--- src/rtl/status_register_unit.sv ---
// status_register_unit: NZCV flag producer and architectural status register,
// with a small LIFO of saved SR values for exception entry/return.
// SR is packed as {Z, C, N, V}.

module status_register_unit #(
  parameter int DEPTH = 2
) (
  input  logic                       clk,
  input  logic                       rst,
  input  logic                       valid,
  input  logic                       s_bit,
  input  logic [3:0]                 exe_cmd,
  input  logic [31:0]                alu_res,
  input  logic                       alu_c,
  input  logic                       alu_v,
  input  logic                       freeze,
  input  logic                       flush,
  input  logic                       exc_entry,
  input  logic                       exc_return,
  output logic [3:0]                 SR,
  output logic                       sr_updated,
  output logic [$clog2(DEPTH+1)-1:0] depth_cnt,
  output logic                       ovf_err,
  output logic                       unf_err
);

  localparam int CW = $clog2(DEPTH + 1);
  localparam logic [CW-1:0] DEPTH_C = CW'(DEPTH);

  localparam logic [3:0] CMD_ADD = 4'b0010;
  localparam logic [3:0] CMD_ADC = 4'b0011;
  localparam logic [3:0] CMD_SUB = 4'b0100;
  localparam logic [3:0] CMD_SBC = 4'b0101;

  logic [3:0]    sr_q, sr_d;
  logic          sr_updated_q, sr_updated_d;
  logic [CW-1:0] depth_q, depth_d;
  logic          ovf_q, ovf_d;
  logic          unf_q, unf_d;
  logic [3:0]    lifo_q [DEPTH];

  logic          is_arith;
  logic [3:0]    flags;
  logic          upd;
  logic          push_ev, pop_ev;
  logic          push_ok, pop_ok;
  logic          full, empty;
  logic [3:0]    top;

  // Flag computation; logical commands carry C and V over from the current SR
  always_comb begin
    is_arith = (exe_cmd == CMD_ADD) || (exe_cmd == CMD_ADC) ||
               (exe_cmd == CMD_SUB) || (exe_cmd == CMD_SBC);
    flags[3] = (alu_res == 32'd0);
    flags[2] = is_arith ? alu_c : sr_q[2];
    flags[1] = alu_res[31];
    flags[0] = is_arith ? alu_v : sr_q[0];
  end

  // Top-of-LIFO select, written as a compare loop so the index never runs past DEPTH-1
  always_comb begin
    top = 4'b0000;
    for (int i = 0; i < DEPTH; i++) begin
      if (depth_q == CW'(i + 1)) top = lifo_q[i];
    end
  end

  // Event decode and next-state; a pop in the same cycle suppresses the push entirely
  always_comb begin
    full    = (depth_q == DEPTH_C);
    empty   = (depth_q == '0);
    upd     = valid & s_bit & ~flush & ~freeze;
    pop_ev  = exc_return & ~freeze;
    push_ev = exc_entry & ~exc_return & ~freeze;
    pop_ok  = pop_ev & ~empty;
    push_ok = push_ev & ~full;

    sr_d = sr_q;
    if (pop_ok)   sr_d = top;
    else if (upd) sr_d = flags;

    sr_updated_d = upd & ~pop_ok;

    depth_d = depth_q;
    if (push_ok)     depth_d = depth_q + CW'(1);
    else if (pop_ok) depth_d = depth_q - CW'(1);

    ovf_d = ovf_q | (push_ev & full);
    unf_d = unf_q | (pop_ev & empty);
  end

  // Architectural state with synchronous reset
  always_ff @(posedge clk) begin
    if (rst) begin
      sr_q         <= 4'b0000;
      sr_updated_q <= 1'b0;
      depth_q      <= '0;
      ovf_q        <= 1'b0;
      unf_q        <= 1'b0;
    end else begin
      sr_q         <= sr_d;
      sr_updated_q <= sr_updated_d;
      depth_q      <= depth_d;
      ovf_q        <= ovf_d;
      unf_q        <= unf_d;
    end
  end

  // LIFO storage: the pre-update SR is written at the current depth on a successful push
  always_ff @(posedge clk) begin
    for (int i = 0; i < DEPTH; i++) begin
      if (!rst && push_ok && (depth_q == CW'(i))) lifo_q[i] <= sr_q;
    end
  end

  assign SR         = sr_q;
  assign sr_updated = sr_updated_q;
  assign depth_cnt  = depth_q;
  assign ovf_err    = ovf_q;
  assign unf_err    = unf_q;

endmodule

--- config.mk ---
export PLATFORM = sky130hd
export DESIGN_NAME = status_register_unit
export DESIGN_NICKNAME = d
export VERILOG_FILES = /design/src/rtl/status_register_unit.sv
export SDC_FILE = /design/constraint.sdc
export NUM_CORES = 1
export LEC_CHECK = 0
export BUFFER_PORTS_ARGS = -buffer_cell sky130_fd_sc_hd__buf_2
export CAP_MARGIN = 20
export CORE_MARGIN = 8
export CORE_UTILIZATION = 37
export CTS_CLUSTER_SIZE = 24
export DETAILED_ROUTE_END_ITERATION = 7
export PLACE_DENSITY = 0.74
export SYNTH_ARGS = -nofsm -noshare
export SYNTH_HDL_FRONTEND = slang
export SYNTH_SLANG_ARGS = --single-unit
--- constraint.sdc ---
create_clock -name clk -period 1.6 [get_ports clk]
set_input_delay 0 -clock clk [delete_from_list [all_inputs] [get_ports clk]]
set_output_delay 0 -clock clk [all_outputs]
set_load 0.03 [all_outputs]
==> flow_summary.toml <==
[status]
status = "finished clean"

[worst_setup_path]
cp_data_required_time_ns = 1.61
crit_path_start_kind = "flip-flop"
ff2ff_setup_slack_ns = 0.06
rr_worst_depth = 5
rr_startpoint = "depth_cnt[0]"
path_class = "reg -> reg"
critPathSlowestCell = "dfxtp_4"
cp_max_fo = 4
crit_chain = "inv_4 > ha_4 > nor4b_4 > nor2b_2 > and2_4"
crit_arrival_ns = 1.55
r2r-end = "lifo_q[0][4]"
slowest_delay_ns = 0.38
endpoint_kind = "flip-flop"

[clock_network]
cts_tree = "done"
clkTransAtPathRegs_ns = 0.10
ctsLongestPathBuffers = 2
cts_buffers = 3
htreeDepth = 1
root_buffer = "clkbuf_4"
clock_sinks = 17
cts_setup_buffers = 0
clock_latency_ns = 0.29

[synthesis]
synthesis.nets = 128
synthDistinctLibCells = 26
ys_top_cells_by_area = "edfxtp_1 (28%), dfxtp_1 (21%), nor4_1 (5.9%)"
synth.largest_area_cell = "edfxtp_1"
yosys_warnings = 0
yosysMostFrequentCell = "dfxtp_1"
synth-edff-count = 8
syn-cell-area_sq_um = 847
ys_ff_latch = 17
yosys-top-cells-count = "dfxtp_1 (9), edfxtp_1 (8), nor2_1 (8), nor4_1 (8), nand2_1 (5)"
yosysSeqAreaShare_pct = 49.6
syn_inst = 79
async_flop_share_pct = 0
syn_avg_cell_area_sq_um = 10.7
yosysTopAreaCellShare_pct = 28.4
synth_top_flop_cell = "dfxtp_1"

[hold_path]
whs_path_depth = 2
min_from = "rst"
min_to = "depth_cnt[1]"
min_path_type = "in -> reg"

[sta]
clock.fmax_mhz = 648
holdWs_ns = 0.00779
drv_slew = 0
setup_viol = 0
finalCriticalPeriod_ns = 1.54
slew_headroom_pct = 82.5
hold_viol = 0
setup_tns_ns = 0
fin_crit_sh_pct = 96.5
setup_slack_ns = 0.0564
worst_pin_slew_ns = 0.259
skew_ns = 0.00799

[routing]
ant_nets = 0
dr.pass1.iters = 4
initialDrtViolationCount = 8
viasPerCell = 5.08
routed_wl_microns = 2440
wire_per_inst_microns = 14.7
drt_drc_violations_left = 0
vias = 844

[global_route]
antenna_found_initial = 0
grt_pass1_wl_microns = 3880
grt_util_met2_pct = 19.9
use_met1_pct = 11.3
grt_pass1_vias = 933
grt_max_degree = 11
busiest_layer = "met2"
met3_usage_pct = 8.19
grt_overflow_total = 0
grtUsageTotal_pct = 11.7

[power_and_ir_drop]
leakagePower_nw = 0.533
switchingPower_w = 0.000252
ir_drop_v = 0.000399
pwr-share-comb_pct = 23.4
p_int_w = 0.000672
power.total_w = 0.000924
clockPowerShare_pct = 24.2
swShare_pct = 27.2
cellPowerDensity_nw_per_um2 = 736
p_seq_share_pct = 52.4

[placed_design]
io_buffers = 53
post-place-ws_ns = 0.0484
hpwl_microns = 2070
gp_congestion = 0.789
place_inst = 161

[layout]
syn2layout_area_growth_pct = 48.2
fillers = 214
nNetsFinal = 188
layout-drive-gt1-share_pct = 52.9
n_antenna_cell = 0
final_cells = 166

[die]
start_util_pct = 38.7
coreArea_sq_um = 2190
die_y_microns = 63.8
dieArea_sq_um = 4080
rows = 17
die_w_microns = 63.8
ioPinCount = 55

[run]
cap_violations = 0
==> final cells by class <==
cell class / instances / area, sq um / share of cell area, %
flip-flops and latches: 17 / 428 / 34.1
clock buffers: 4 / 26.3 / 2.09
multi-input cells: 56 / 447 / 35.6
inverters: 3 / 13.8 / 1.10
repair buffers: 58 / 305 / 24.3
well taps: 28 / 35.0 / 2.79
==> stage by stage <==
stage / util, % / area, sq um
final: 57.3 / 1250
after floorplan: - / 896
after global routing: 57.3 / 1250
after global placement: 55.0 / 1200
after CTS: 56.7 / 1240
after detailed placement: 55.0 / 1200
==> worst max-delay path, delay by kind of cell (launching register included) <==
kind	cells	cell delay, ns
adders and majority gates	1	0.16
and+or+nand+nor	3	0.68
DFF	1	0.38
buffers and inverters	1	0.05
==> registers in the layout (all words and copies together), names as in the netlist <==
name and cells:
ovf_err 1, SR 4, depth_cnt 2, lifo_q 8
unf_err 1, sr_updated 1
==> worst max path at each step <==
| stage | cells past startpoint | end | start |
|---|---|---|---|
| finish | 5 | lifo_q[0][4] | depth_cnt[0] |
| global route | 6 | SR[3] | depth_cnt[1] |
| global placement | 5 | SR[1] | depth_cnt[0] |
| CTS | 5 | SR[1] | depth_cnt[1] |
| floorplan | 6 | lifo_q[0][4] | depth_cnt[0] |
| detailed placement | 5 | SR[1] | depth_cnt[1] |
==> power by group through the flow <==
stage / combinational (W) / clock [W] / sequential (W)
after floorplan: 0.0000860 / 0 / 0.000519
after global placement: 0.000205 / 0 / 0.000493
after detailed placement: 0.000209 / 0 / 0.000495
after CTS: 0.000212 / 0.000235 / 0.000485
after global routing: 0.000235 / 0.000256 / 0.000487
final: 0.000216 / 0.000224 / 0.000485
==> cells by family after synthesis <==
logic type | count (synthesis) | share of synthesized area, %
xor gates and xnor gates | 2 | 2.07
AOI/OAI and AO/OA | 15 | 11.4
and+or+nand+nor | 33 | 26.3
adders and majority gates | 3 | 4.43
muxes | 3 | 3.55
DFF | 17 | 49.6
buffers and inverters | 6 | 2.66
==> repair_timing <==
action	CTS	global route
endpoints found under the hold margin	1	0
resized for setup	0	3
setup endpoints to repair	0	5
hold buffers	1	0
==> cell usage in the layout, fill, tap and decap left out, types with 2 or more instances in the layout <==
cell      netlist  routed
nor4_1          8       8
a21oi_1         4       4
xnor2_1         2       2
edfxtp_1        8       8
nor2_1          8       8
buf_2           0      53
a31oi_1         3       3
buf_4           0       4
a211oi_1        4       3
inv_1           3       2
o21ai_0         2       2
and2_4          0       2
dfxtp_1         9       7
nand2_1         5       5
nand4_1         2       2
mux2i_1         3       3
ha_1            3       2
clkbuf_4        0       3
dfxtp_4         0       2
==> metal layers <==
layer	up-vias	wire length (microns)
li1	416	-
met1	371	1010
met2	55	1060
met3	2	355
met4	0	17
met5	-	0
(Power assumes the default switching activity.)
